$ cat src/rtl/irq_ctrl.sv
// Interrupt request controller: edge-detects button/switch sources, latches them
// into a masked pending register and presents one at a time to the core with an ack/holdoff handshake.
module irq_ctrl #(
    parameter int NUM_BTN        = 4,
    parameter int NUM_SW         = 3,
    parameter int HOLDOFF_CYCLES = 16,
    parameter int ARM_CYCLES     = 3
) (
    input  logic                      CLK,
    input  logic                      nrst,
    input  logic [NUM_BTN-1:0]        btn_in,
    input  logic [NUM_SW-1:0]         switch_in,
    input  logic [NUM_BTN+NUM_SW-1:0] int_en,
    input  logic                      int_ack,
    output logic                      int_sig,
    output logic [2:0]                int_id,
    output logic [NUM_BTN+NUM_SW-1:0] int_pending
);

    localparam int NUM_SRC = NUM_BTN + NUM_SW;
    localparam int ARM_W   = (ARM_CYCLES < 1) ? 1 : $clog2(ARM_CYCLES + 1);
    localparam int HOLD_W  = (HOLDOFF_CYCLES < 2) ? 1 : $clog2(HOLDOFF_CYCLES);

    typedef enum logic [1:0] {
        ST_IDLE    = 2'b00,
        ST_ASSERT  = 2'b01,
        ST_HOLDOFF = 2'b10
    } state_t;

    // Fixed priority: lowest set index wins.
    function automatic logic [2:0] first_set(input logic [NUM_SRC-1:0] vec);
        logic [2:0] idx;
        idx = 3'd0;
        for (int i = NUM_SRC - 1; i >= 0; i--) begin
            idx = vec[i] ? 3'(i) : idx;
        end
        return idx;
    endfunction

    logic [NUM_SW-1:0]  sw_s1_r;
    logic [NUM_SW-1:0]  sw_s2_r;
    logic [NUM_SW-1:0]  sw_q_r;
    logic [NUM_BTN-1:0] btn_q_r;
    logic [ARM_W-1:0]   arm_cnt_r;
    logic [HOLD_W-1:0]  hold_cnt_r;
    logic [NUM_SRC-1:0] pending_r;
    logic [2:0]         int_id_r;
    logic               int_sig_r;
    logic               ack_q_r;
    state_t             state_r;

    logic               armed_s;
    logic               ack_take_s;
    logic [NUM_SRC-1:0] evt_s;
    logic [NUM_SRC-1:0] set_s;
    logic [NUM_SRC-1:0] clr_s;
    logic [NUM_SRC-1:0] pending_nx_s;
    state_t             state_nx_s;
    logic [2:0]         id_nx_s;
    logic [HOLD_W-1:0]  hold_nx_s;
    logic               sig_nx_s;

    // Switch synchronizer and edge history registers; these run even while unarmed.
    always_ff @(posedge CLK) begin
        if (!nrst) begin
            sw_s1_r <= {NUM_SW{1'b0}};
            sw_s2_r <= {NUM_SW{1'b0}};
            sw_q_r  <= {NUM_SW{1'b0}};
            btn_q_r <= {NUM_BTN{1'b0}};
        end else begin
            sw_s1_r <= switch_in;
            sw_s2_r <= sw_s1_r;
            sw_q_r  <= sw_s2_r;
            btn_q_r <= btn_in;
        end
    end

    // Arm counter masks the synchronizer settling edge seen right after reset.
    always_ff @(posedge CLK) begin
        if (!nrst) begin
            arm_cnt_r <= ARM_W'(ARM_CYCLES);
        end else if (arm_cnt_r != {ARM_W{1'b0}}) begin
            arm_cnt_r <= arm_cnt_r - ARM_W'(1);
        end else begin
            arm_cnt_r <= arm_cnt_r;
        end
    end

    // Event detection and pending set/clear; a new event beats a same-cycle clear.
    always_comb begin
        armed_s    = (arm_cnt_r == {ARM_W{1'b0}});
        evt_s      = {sw_s2_r ^ sw_q_r, btn_in & ~btn_q_r};
        ack_take_s = (state_r == ST_ASSERT) && int_ack && !ack_q_r;
        if (armed_s) begin
            set_s = evt_s & int_en;
        end else begin
            set_s = {NUM_SRC{1'b0}};
        end
        if (ack_take_s) begin
            clr_s = {{(NUM_SRC-1){1'b0}}, 1'b1} << int_id_r;
        end else begin
            clr_s = {NUM_SRC{1'b0}};
        end
        pending_nx_s = (pending_r & ~clr_s) | set_s;
    end

    // Next-state logic for the request handshake.
    always_comb begin
        state_nx_s = state_r;
        id_nx_s    = int_id_r;
        hold_nx_s  = hold_cnt_r;
        case (state_r)
            ST_IDLE: begin
                if (pending_r != {NUM_SRC{1'b0}}) begin
                    state_nx_s = ST_ASSERT;
                    id_nx_s    = first_set(pending_r);
                end else begin
                    state_nx_s = ST_IDLE;
                end
            end
            ST_ASSERT: begin
                if (ack_take_s) begin
                    state_nx_s = ST_HOLDOFF;
                    hold_nx_s  = HOLD_W'(HOLDOFF_CYCLES - 1);
                end else begin
                    state_nx_s = ST_ASSERT;
                end
            end
            ST_HOLDOFF: begin
                if (hold_cnt_r == {HOLD_W{1'b0}}) begin
                    state_nx_s = ST_IDLE;
                end else begin
                    hold_nx_s = hold_cnt_r - HOLD_W'(1);
                end
            end
            default: begin
                state_nx_s = ST_IDLE;
                hold_nx_s  = {HOLD_W{1'b0}};
            end
        endcase
    end

    // Output decode from the next state so int_sig comes straight from a flop.
    always_comb begin
        if (state_nx_s == ST_ASSERT) begin
            sig_nx_s = 1'b1;
        end else begin
            sig_nx_s = 1'b0;
        end
    end

    // State, pending and output registers.
    always_ff @(posedge CLK) begin
        if (!nrst) begin
            state_r    <= ST_IDLE;
            int_id_r   <= 3'd0;
            hold_cnt_r <= {HOLD_W{1'b0}};
            int_sig_r  <= 1'b0;
            pending_r  <= {NUM_SRC{1'b0}};
            ack_q_r    <= 1'b0;
        end else begin
            state_r    <= state_nx_s;
            int_id_r   <= id_nx_s;
            hold_cnt_r <= hold_nx_s;
            int_sig_r  <= sig_nx_s;
            pending_r  <= pending_nx_s;
            ack_q_r    <= int_ack;
        end
    end

    assign int_sig     = int_sig_r;
    assign int_id      = int_id_r;
    assign int_pending = pending_r;

endmodule

$ cat config.mk
export PLATFORM = sky130hd
export DESIGN_NAME = irq_ctrl
export DESIGN_NICKNAME = d
export VERILOG_FILES = /design/src/rtl/irq_ctrl.sv
export SDC_FILE = /design/constraint.sdc
export NUM_CORES = 1
export LEC_CHECK = 0
export BUFFER_PORTS_ARGS = -buffer_cell sky130_fd_sc_hd__buf_4
export CORE_UTILIZATION = 48
export CTS_CLUSTER_SIZE = 14
export DETAILED_ROUTE_END_ITERATION = 10
export MAX_ROUTING_LAYER = met4
export PLACE_DENSITY = 0.74
export SLEW_MARGIN = 5
export SYNTH_ARGS = -nofsm -noshare
export SYNTH_HDL_FRONTEND = slang
export SYNTH_SLANG_ARGS = --single-unit
$ cat constraint.sdc
create_clock -name CLK -period 1.6 [get_ports CLK]
set_input_delay 0.24 -clock CLK [delete_from_list [all_inputs] [get_ports CLK]]
set_output_delay 0.24 -clock CLK [all_outputs]
set_load 0.02 [all_outputs]
# Word level (Yosys, flattened, before mapping)
# Index checks and enable logic that the tools add are counted.
[word_totals]
out_inout_bits = 11
register_bits = 33
inputBits = 17
[op_classes]
bitwise_logic = 8
shifts = 1
reduce_logical = 10
eq_ne = 5
n_mux = 17
add_sub_neg = 2
[ops]
columns = ["operator", "count"]
rows = [
  ["$mux W3", 7],
  ["$and A7 B7 Y7", 2],
  ["$mux W7", 2],
  ["$pmux W4 S3", 1],
  ["$mux W4", 2],
  ["$not A7 Y7", 1],
  ["$or A7 B7 Y7", 1],
  ["$reduce_bool A7 Y1", 1],
  ["$shl A1 B3 Y7 const A", 1],
  ["$pmux W2 S3", 1],
  ["$and A4 B4 Y4", 1],
  ["$eq A2 B1 Y1 const B", 2],
  ["$logic_not A2 Y1", 2],
  ["$logic_not A4 Y1", 1],
  ["$mux W2", 2],
  ["$ne A2 B2 Y1 const B", 2],
  ["$not A4 Y4", 1],
  ["$sub A4 B1 Y4 const B", 1],
  ["$reduce_and A3 Y1", 1],
  ["$xor A3 B3 Y3", 1],
  ["$eq A2 B2 Y1 const B", 1],
  ["$logic_and A1 B1 Y1", 2],
  ["$mux W1", 2],
  ["$reduce_and A2 Y1", 1],
  ["4 further kinds", 4],
]

# Longest topological paths before layout
# Gate-level depths: netlist of run 1.
[logic_depth]
depth_word = 7
ltp_mapped = 7
ltp_nobuf = 6

# Worst setup path before layout of run 1
# No wires, ideal clock.
[synth_path]
kind = "reg2reg"
start = "register hold_cnt_r[0]"
end = "register int_sig_r, in the netlist int_sig"
setup_time_ns = 0.115
arrival_time_ns = 1.417
required_ns = 1.485
synth_period_minus_slack_ns = 1.532
stages_incl_launch_ff = 7
slack_ns = 0.068
cell_sequence = "dfxtp_1 inv_1 ha_1 or3b_2 a32oi_1 a21oi_2 and2_1"
[synth_between]
elab_chain_len = 5
[synth_lines]
columns = ["item", "line_no", "source"]
rows = [
  ["start, declared", "45", "logic [HOLD_W-1:0] hold_cnt_r;"],
  ["start signal, assigned", "157", "hold_cnt_r <= {HOLD_W{1'b0}};"],
  ["start signal, assigned", "164", "hold_cnt_r <= hold_nx_s;"],
  ["$logic_not A4 Y1", "130", "if (hold_cnt_r == {HOLD_W{1'b0}}) begin"],
  ["$mux W2", "130", ""],
  ["$pmux W2 S3", "112", "case (state_r)"],
  ["$eq A2 B1 Y1", "145", "if (state_nx_s == ST_ASSERT) begin"],
  ["$mux W1", "145", ""],
  ["end signal, assigned", "165", "int_sig_r <= sig_nx_s;"],
  ["end, declared", "48", "logic int_sig_r;"],
]
# Every way passes these cells.
# A chain may end at the register's enable or synchronous reset.

# Worst setup path after layout of run 1
[layout_path]
start = "register state_r[1]"
end = "register int_id_r[1], in the netlist int_id[1]"
[layout_between]
elab_chain_len = 2
[layout_lines]
columns = ["item", "line_no", "source"]
rows = [
  ["start, declared", "50", "state_t state_r;"],
  ["start signal, assigned", "162", "state_r <= state_nx_s;"],
  ["$logic_not A2 Y1", "112", ""],
  ["$reduce_and A2 Y1 (no line)", "--", ""],
  ["end signal, assigned", "163", "int_id_r <= id_nx_s;"],
  ["end, declared", "47", "logic [2:0] int_id_r;"],
]
# Every way passes these cells.

==> metrics.yaml, run 1 <==
setup_path:
  endpoint_kind: "flop"
  slowest_delay_ns: 0.47
  crit_family: "simple AND/OR/NAND/NOR gates"
  crit_path_start_kind: "flop"
  crit_required_ns: 1.85
  path_cells: "inv_1, ha_2, o21ai_4, or4_1, a21oi_1"
  cp_slowest_cell: "or4_1"
  crit_buf_inv: 1
  critical_path_arrival_ns: 1.78
  crit_fanout: 6
  criticalPathCategory: "flop to flop"
yosys:
  syn_nets: 171
  synth-edff-count: 0
  synth_area_leaders: "dfxtp_1 (47%), and2_1 (6.7%), ha_1 (6.3%)"
  async_reset_ff_frac: 0
  postSynthAreaPerCell_um2: 9.50
  synth_seq_cells: 33
  ys_types: 34
  synth_seq_area_share: 0.473
  ys.flop_type: "dfxtp_1"
  synth_top_area_frac: 0.473
  syn_area_um2: 1400
  synthCells: 147
  yosysWarnings: 0
  yosys.area.top_type: "dfxtp_1"
run_status:
  status: "finished, final reports clean"
timing:
  period_needed_ns: 1.53
  min_period_over_period: 0.956
  setup-violations-final: 0
  hold_viol: 0
  worstMarginPinSlew_ns: 0.399
  timing.final.ws_setup_ns: 0.0706
  slew_viol_final: 0
  skew_ns: 0.00708
  fmax_mhz: 654
  grt_setup_unrepaired: "yes"
  relSlewSlack: 0.732
power_and_ir_drop:
  power_mw: 1.56
  p_int_mw: 1.14
  p_sw_uw: 414
  power_frac_seq: 0.567
  leakage_nw: 0.743
  powerDensity_nw_per_um2: 891
  vdd_drop_max_v: 0.000900
  power.share.clock: 0.282
  combPwrFrac: 0.151
  power.switching_fraction: 0.266
clock_tree:
  cts_hold_buf: 0
  max-clock-path-buffers: 2
  path_clk_slew_ns: 0.10
  cts_htree_levels: 2
  cts_sinks: 33
  cts_made_buffers: 5
  cts_root_buffer: "clkbuf_4"
  cts_tree: "done"
  insertion_delay_ns: 0.32
run:
  max_cap_violations: 0
floorplan:
  die_x_um: 55.9
  io_pins: 28
  core-area_um2: 2760
  dieArea_um2: 3130
  row_count: 19
  initial_utilization: 0.506
  die_h_um: 55.9
grt:
  antenna_found_initial: 0
  grt_pass1_vias: 1170
  grt_first_pass_wirelength_um: 4850
  grt_usage: 0.208
  grt_max_degree: 23
  grt.overflow.total: 0
placed_design:
  dpl.hpwl_um: 2150
  io_buffer_count: 27
  postPlaceCellArea_um2: 1650
  place_congestion: 0.779
  place_worst_setup_slack_ns: -0.000385
layout:
  fin_util: 0.634
  area_delta_synth_final_pct: 25.2
  fin_nets: 204
  diodes: 0
  drive_above_1_share: 0.304
  final_area_um2: 1750
min_path:
  hp-class: "input pin to flop"
drt:
  drt-initial-drc-count: 45
  wl_per_cell_um: 14.1
  via_per_inst: 5.50
  detailedRoute.firstPassIterationCount: 4
  route.detailed.drc: 0
  ant_nets: 0
  num_vias: 1166
  wirelength_um: 3000
==> final timing paths <==
path	slack, ns	to	from	cells past startpoint
worst max-delay path	0.07	int_id[1]$_SDFFE_PN0P_	state_r[1]$_SDFF_PN0_	5
worst min-delay path	0.12	sw_s1_r[1]$_SDFF_PN0_	switch_in[1]	2
worst max register to register	0.07	int_id[1]$_SDFFE_PN0P_	state_r[1]$_SDFF_PN0_	5
worst min register to register	0.44	sw_s2_r[1]$_SDFF_PN0_	sw_s1_r[1]$_SDFF_PN0_	1
==> routing by layer <==
metal,vias up,track usage,part of all wire
li1,579,-,-
met1,549,0.225,0.42
met2,27,0.348,0.50
met3,11,0.0558,0.036
met4,0,0.111,0.040
met5,-,-,0
==> synth_stat cells (2+ instances only) <==
master    count
nand4b_1      4
nor2_1        3
xor2_1        6
o21ai_0       5
o31ai_1       3
clkbuf_1      6
nand2b_1      6
inv_1         8
nand3_1       6
dfxtp_1      33
nand2_1       9
ha_1          7
a21oi_1      15
and2_1       15
a211oi_1      2
==> stage by stage <==
step | hold WS (ns) | cells | setup TNS [ns]
2_1_floorplan | 0.362 | 147 | 0
3_3_place_gp | 0.415 | 203 | 0
3_5_place_dp | 0.419 | 203 | -0.000385
4_1_cts | 0.107 | 211 | 0
5_1_grt | 0.104 | 212 | -0.0835
6_report | 0.121 | 212 | 0
==> area by class of cell <==
cell class	count	area, µm²
clock buffers	6	41.3
clock inverters	2	10.0
fillers	231	1010
inverters	8	30.0
multi-input cells	100	723
flip-flops and latches	33	664
well taps	31	38.8
repair buffers	32	240
==> flip-flops by register name, indices dropped and copies added (netlist names), 2 cells and up <==
register,count
hold_cnt_r,4
sw_s2_r,3
arm_cnt_r,2
state_r,2
int_pending,7
sw_s1_r,3
sw_q_r,3
int_id,3
btn_q_r,4
==> repair_timing <==
item / CTS / global route
buffers inserted: 0 / 1
endpoints found under the setup margin: 1 / 9
gates cloned: 0 / 0
pin swaps: 1 / 2
resized for setup: 3 / 9
==> cells in the final DEF, fill, tap and decap left out, types with 2 or more instances in the layout <==
cell type / n
buf_4: 32
dfxtp_1: 30
a21oi_1: 15
and2_1: 15
nand2_1: 9
inv_1: 8
nand2b_1: 6
nand3_1: 6
xor2_1: 6
o21ai_0: 5
ha_1: 5
clkbuf_4: 5
nand4b_1: 4
nor2_1: 3
dfxtp_2: 3
o31ai_1: 2
a211oi_1: 2
ha_2: 2
clkinv_2: 2
==> worst register-to-register path: cells and delay by family (launching register included) <==
family	cells	cell delay [ns]
AND/OR/NAND/NOR	1	0.47
flip-flops	1	0.36
adder cells (fa/ha/maj)	1	0.27
AO/OA/AOI/OAI	2	0.26
buffers and inverters	1	0.10
==> power groups by stage <==
| stage | sequential [mW] | combinational [mW] | clock [mW] |
|---|---|---|---|
| 2_1_floorplan | 0.904 | 0.132 | 0 |
| 3_3_place_gp | 0.898 | 0.214 | 0 |
| 3_5_place_dp | 0.900 | 0.223 | 0 |
| 4_1_cts | 0.883 | 0.226 | 0.452 |
| 5_1_grt | 0.887 | 0.261 | 0.499 |
| 6_report | 0.882 | 0.235 | 0.440 |
==> logic make-up after synthesis <==
kind of cell	count (synthesis)	synth area share
simple gates	51	0.217
flops	33	0.473
compound gates	35	0.164
xor+xnor	6	0.0376
buf+inv	14	0.0376
mux	1	0.00806
fa+ha+maj	7	0.0627
No activity file was read; power rests on OpenSTA's default activity.
==> inputs of run 2 (changes only) <==
Settings changed: BUFFER_PORTS_ARGS -buffer_cell sky130_fd_sc_hd__buf_4 to -buffer_cell sky130_fd_sc_hd__buf_2.
==> run 2 against run 1 <==
Non-clock buffer count unchanged. Via count down 2.6%. Global-route usage up 0.29 points. Die area unchanged. Clock-buffer cell count down 1. Critical path depth up 1. Final area down 3.1%. Register-to-register slack about the same. Cell count down 0.47%. Clock power up 36%.
==> metrics.yaml, run 2 (synthesis gave the netlist of run 1 again) <==
timing:
  relSlewSlack: 0.790  # +0.0580
  timing.final.ws_setup_ns: 0.0585  # -0.0120 ns
  setup-violations-final: 0  # unchanged
  slew_viol_final: 0  # unchanged
  hold_viol: 0  # unchanged
  grt_setup_unrepaired: "yes"
  worstMarginPinSlew_ns: 0.314  # -0.0846 ns
  fin_tns_setup_ns: 0  # unchanged
  skew_ns: 0.0144  # +0.00731 ns
  fmax_mhz: 649  # -0.78%
  min_period_over_period: 0.963  # +0.00751
  period_needed_ns: 1.54  # +0.0120 ns
  hold_ws_ns: 0.109  # -0.0118 ns
run_status:
  status: "finished, final reports clean"
drt:
  via_per_inst: 5.38  # -2.1%
  num_vias: 1136  # -2.6%
  route.detailed.drc: 0  # unchanged
  wl_per_cell_um: 13.4  # -5.3%
  detailedRoute.firstPassIterationCount: 4  # unchanged
  wirelength_um: 2830  # -5.7%
  drt-initial-drc-count: 10  # -78%
  ant_nets: 0  # unchanged
layout:
  fin_cells: 211  # -0.47%
  final_area_um2: 1690  # -3.1%
  area_delta_synth_final_pct: 21.3
  fin_util: 0.614  # -0.0195
  fin_nets: 204  # unchanged
  diodes: 0  # unchanged
  final_common_cell: "dfxtp_1"
  drive_above_1_share: 0.300  # -0.00387
  mostFrequentLayoutCells: "dfxtp_1 (30), buf_2 (27), a21oi_1 (15), and2_1 (15), nand2_1 (9)"
  largest_reg_flops: 7  # unchanged
placed_design:
  dpl.hpwl_um: 2050  # -4.7%
  io_buffer_count: 27  # unchanged
  postPlaceCellArea_um2: 1590  # -3.7%
  place_congestion: 0.814  # +4.5%
  dp.cells: 204  # +0.49%
  place_worst_setup_slack_ns: 0.00395  # +0.00434 ns
power_and_ir_drop:
  power.share.clock: 0.352  # +0.070
  p_int_mw: 1.28  # +12%
  powerDensity_nw_per_um2: 1000  # +13%
  leakage_nw: 0.734  # -1.1%
  power_mw: 1.70  # +9.2%
  power.switching_fraction: 0.246  # -0.0196
  p_sw_uw: 419  # +1.1%
  combPwrFrac: 0.130  # -0.021
  vdd_drop_max_v: 0.000801  # -11%
  power_frac_seq: 0.518  # -0.049
setup_path:
  critical_path_arrival_ns: 1.77  # about the same
  r2r_start: "hold_cnt_r[0]$_SDFFE_PN0P_"
  crit_fanout: 3  # -3
  endpoint_kind: "flop"
  criticalPathCategory: "flop to flop"
  crit_path_start_kind: "flop"
  crit_required_ns: 1.83  # -0.02 ns
  timing.reg2reg.setup_slack_ns: 0.06  # about the same
  startpoint: "hold_cnt_r[0]$_SDFFE_PN0P_"
clock_tree:
  cts_made_buffers: 5  # unchanged
  cts_setup_buffers: 0  # unchanged
  cts_root_buffer: "clkbuf_4"
  cts_tree: "done"
  max-clock-path-buffers: 2  # unchanged
  cts_hold_buf: 0  # unchanged
  insertion_delay_ns: 0.34  # +0.02 ns
  cts_sinks: 33  # unchanged
  cts_htree_levels: 2  # unchanged
  path_clk_slew_ns: 0.11  # about the same
floorplan:
  initial_utilization: 0.506  # unchanged
  row_count: 19  # unchanged
  dieArea_um2: 3130  # unchanged
  core-area_um2: 2760  # unchanged
  die_x_um: 55.9  # unchanged
  die_h_um: 55.9  # unchanged
  io_pins: 28  # unchanged
grt:
  grt_first_pass_wirelength_um: 4840  # -0.14%
  grt_max_degree: 22  # -4.3%
  grt_usage: 0.211  # +0.00293
  antenna_found_initial: 0  # unchanged
  grt.overflow.total: 0  # unchanged
  grt_pass1_vias: 1099  # -6.1%
run:
  max_cap_violations: 0  # unchanged
min_path:
  hp-start: "btn_in[1]"
  hp-class: "input pin to flop"
[run 2: what timing repair did]
item,4_1_cts,5_1_grt
resized for setup,1,10
pin swaps,2,2
endpoints found under the setup margin,1,13
[run 2: power groups by stage]
stage          Sequential, mW  Combinational [mW]  Clock (mW)
2_1_floorplan           0.904               0.132           0
3_3_place_gp            0.897               0.201           0
3_5_place_dp            0.899               0.212           0
4_1_cts                 0.880               0.214       0.609
5_1_grt                 0.885               0.245       0.647
6_report                0.881               0.220       0.599
[run 2: cell type report]
class                      instances  area (µm²)
fill                             239        1060
inverter                           8        30.0
timing repair buffer              32         173
clock inverter                     2        35.0
tap                               31        38.8
clock buffer                       5        37.5
sequential                        33         664
multi-input combinational        100         716
[run 2: worst max-delay path, stage by stage (launching register included)]
cell     delay [ns]
dfxtp_2        0.34
inv_1          0.07
ha_1           0.17
or3b_4         0.39
a32oi_2        0.24
a21oi_2        0.08
and2_1         0.15
[run 2: final timing paths]
kind / to / cells after the start
setup / recovery: int_sig$_SDFF_PN0_ / 6
hold / removal: btn_q_r[1]$_SDFF_PN0_ / 2
setup reg to reg: int_sig$_SDFF_PN0_ / 6
hold reg to reg: sw_s2_r[1]$_SDFF_PN0_ / 1
[run 2: routing by layer]
| layer | wire length [µm] | track usage | vias to the layer above | share of wire |
|---|---|---|---|---|
| met1 | 1320 | 0.254 | 529 | 0.47 |
| met2 | 1350 | 0.320 | 20 | 0.48 |
| met4 | 59 | 0.122 | 0 | 0.021 |
| met5 | 0 | - | - | 0 |
| met3 | 103 | 0.0535 | 9 | 0.036 |
| li1 | - | - | 578 | - |
==> inputs of run 3 (changes only) <==
Settings changed: CAP_MARGIN set to 20, PLACE_DENSITY 0.74 to unset, PLACE_DENSITY_LB_ADDON set to 0.15.
==> run 3 against run 2 <==
Routed wire length increased by 1.7%. Die area stayed put. Global-route usage down 0.34 points. Core utilization fell by 0.91 points. Clock-buffer cell count up 1. Critical endpoint is now int_id[1]$_SDFFE_PN0P_. Setup slack improved by 0.019 ns. Power fell by 9.2%. Clock power decreased by 25%. Combinational power is 2% lower. Cell count is the same. Final area down 1.5%.
==> metrics.yaml, run 3 (synthesis gave the netlist of run 1 again) <==
run_status:
  status: "finished, final reports clean"
clock_tree:
  insertion_delay_ns: 0.34  # about the same
  cts_htree_levels: 2  # unchanged
  cts_sinks: 33  # unchanged
  max-clock-path-buffers: 2  # unchanged
  cts_root_buffer: "clkbuf_4"
  path_clk_slew_ns: 0.11  # about the same
  cts_made_buffers: 5  # unchanged
  cts_setup_buffers: 0  # unchanged
  cts_tree: "done"
power_and_ir_drop:
  combPwrFrac: 0.139  # +0.009
  power.switching_fraction: 0.270  # +0.0237
  p_int_mw: 1.13  # -12%
  powerDensity_nw_per_um2: 925  # -7.9%
  leakage_nw: 0.722  # -1.7%
  power.share.clock: 0.290  # -0.062
  power_frac_seq: 0.571  # +0.053
  p_sw_uw: 417  # -0.51%
  vdd_drop_max_v: 0.000712  # -11%
drt:
  num_vias: 1138  # +0.18%
  via_per_inst: 5.39  # +0.18%
  wirelength_um: 2870  # +1.7%
  wl_per_cell_um: 13.6  # +1.7%
  ant_nets: 0  # unchanged
  route.detailed.drc: 0  # unchanged
  drt-initial-drc-count: 18  # +8
  detailedRoute.firstPassIterationCount: 4  # unchanged
timing:
  setup-violations-final: 0  # unchanged
  worstMarginPinSlew_ns: 0.318  # +0.00428 ns
  period_needed_ns: 1.52  # -0.0190 ns
  relSlewSlack: 0.788  # -0.00240
  fmax_mhz: 657  # +1.2%
  skew_ns: 0.0103  # -0.00406 ns
  grt_setup_unrepaired: "no"
  hold_viol: 0  # unchanged
  fin_tns_setup_ns: 0  # unchanged
  slew_viol_final: 0  # unchanged
  hold_ws_ns: 0.105  # -0.00398 ns
  min_period_over_period: 0.952  # -0.0119
  timing.final.ws_setup_ns: 0.0775  # +0.0190 ns
grt:
  grt_first_pass_wirelength_um: 4800  # -0.99%
  grt.overflow.total: 0  # unchanged
  antenna_found_initial: 0  # unchanged
  grt_pass1_vias: 1136  # +3.4%
  grt_usage: 0.207  # -0.00344
  grt_max_degree: 17  # -23%
setup_path:
  crit_required_ns: 1.87  # +0.04 ns
  crit_fanout: 6  # +3
  r2r_cells: 5  # -1
  r2r_start: "state_r[0]$_SDFF_PN0_"
  criticalPathCategory: "flop to flop"
  timing.reg2reg.setup_slack_ns: 0.08  # +0.02 ns
  r2r_end: "int_id[1]$_SDFFE_PN0P_"
  critical_path_arrival_ns: 1.79  # +0.02 ns
  endpoint_kind: "flop"
  crit_path_start_kind: "flop"
floorplan:
  die_h_um: 55.9  # unchanged
  core-area_um2: 2760  # unchanged
  row_count: 19  # unchanged
  initial_utilization: 0.506  # unchanged
  io_pins: 28  # unchanged
  dieArea_um2: 3130  # unchanged
  die_x_um: 55.9  # unchanged
placed_design:
  dp.cells: 203  # -0.49%
  io_buffer_count: 27  # unchanged
  place_worst_setup_slack_ns: 0.0108  # +0.00688 ns
  dpl.hpwl_um: 2020  # -1.7%
  place_congestion: 0.893  # +9.6%
  postPlaceCellArea_um2: 1580  # -0.47%
min_path:
  hold_end: "sw_s1_r[1]$_SDFF_PN0_"
  hp-class: "input pin to flop"
  holdPathStages: 2  # unchanged
  hp-start: "switch_in[1]"
layout:
  diodes: 0  # unchanged
  mostFrequentLayoutCells: "dfxtp_1 (30), buf_2 (27), a21oi_1 (15), and2_1 (15), nand2_1 (9)"
  fin_cells: 211  # unchanged
  final_area_um2: 1670  # -1.5%
  final_common_cell: "dfxtp_1"
  area_delta_synth_final_pct: 19.5
  fillerInstances: 245  # +2.5%
  largest_reg_flops: 7  # unchanged
  drive_above_1_share: 0.306  # +0.00556
  fin_nets: 203  # -0.49%
run:
  max_cap_violations: 0  # unchanged
## run 3: repair_timing
action | in CTS | in global routing
resized for setup | 1 | 12
endpoints found under the hold margin | 0 | 0
pin swaps | 1 | 1
setup endpoints to repair | 1 | 9
hold buffers | 0 | 0
## run 3: stage by stage
stage,util,power (mW)
after floorplan,-,1.04
after global placement,0.572,1.09
after detailed placement,0.572,1.10
after CTS,0.593,1.56
after global routing,0.605,1.62
final,0.605,1.54
## run 3: worst max path at each step
stage / to / slack (ns) / depth (start not counted) / from
2_1_floorplan: int_sig$_SDFF_PN0_ / 0.07 / 6 / hold_cnt_r[0]$_SDFFE_PN0P_
3_3_place_gp: int_sig$_SDFF_PN0_ / 0.06 / 6 / hold_cnt_r[0]$_SDFFE_PN0P_
3_5_place_dp: int_sig$_SDFF_PN0_ / 0.01 / 6 / hold_cnt_r[1]$_SDFFE_PN0P_
4_1_cts: int_sig$_SDFF_PN0_ / 0.008 / 6 / hold_cnt_r[1]$_SDFFE_PN0P_
5_1_grt: int_sig$_SDFF_PN0_ / 0.002 / 6 / hold_cnt_r[1]$_SDFFE_PN0P_
6_report: int_id[1]$_SDFFE_PN0P_ / 0.08 / 5 / state_r[0]$_SDFF_PN0_
## run 3: layout make-up
class,count,area (µm²),share of cell area
Tap cell,31,38.8,0.0232
Sequential cell,33,664,0.398
Inverter,8,30.0,0.0180
Clock buffer,6,41.3,0.0247
Multi-Input combinational cell,100,719,0.431
Timing Repair Buffer,31,165,0.0990
Clock inverter,2,10.0,0.00600
## run 3: worst max-delay path, stage by stage, from the launching register on
cell and delay (ns):
dfxtp_2 0.36, inv_1 0.08, ha_2 0.28, o21ai_4 0.10
or4_1 0.48, a21oi_1 0.15
## run 3: power groups by stage
stage | sequential [mW] | clock, mW | combinational [mW]
after floorplan | 0.904 | 0 | 0.132
after global placement | 0.897 | 0 | 0.197
after detailed placement | 0.899 | 0 | 0.206
after CTS | 0.880 | 0.467 | 0.209
after global routing | 0.886 | 0.497 | 0.240
final | 0.881 | 0.447 | 0.215
## run 3: routing by layer
| layer | share of wire | vias to the layer above | global-route usage |
|---|---|---|---|
| li1 | - | 573 | - |
| met1 | 0.47 | 533 | 0.242 |
| met2 | 0.47 | 24 | 0.310 |
| met3 | 0.032 | 8 | 0.0698 |
| met4 | 0.025 | 0 | 0.122 |
| met5 | 0 | - | - |
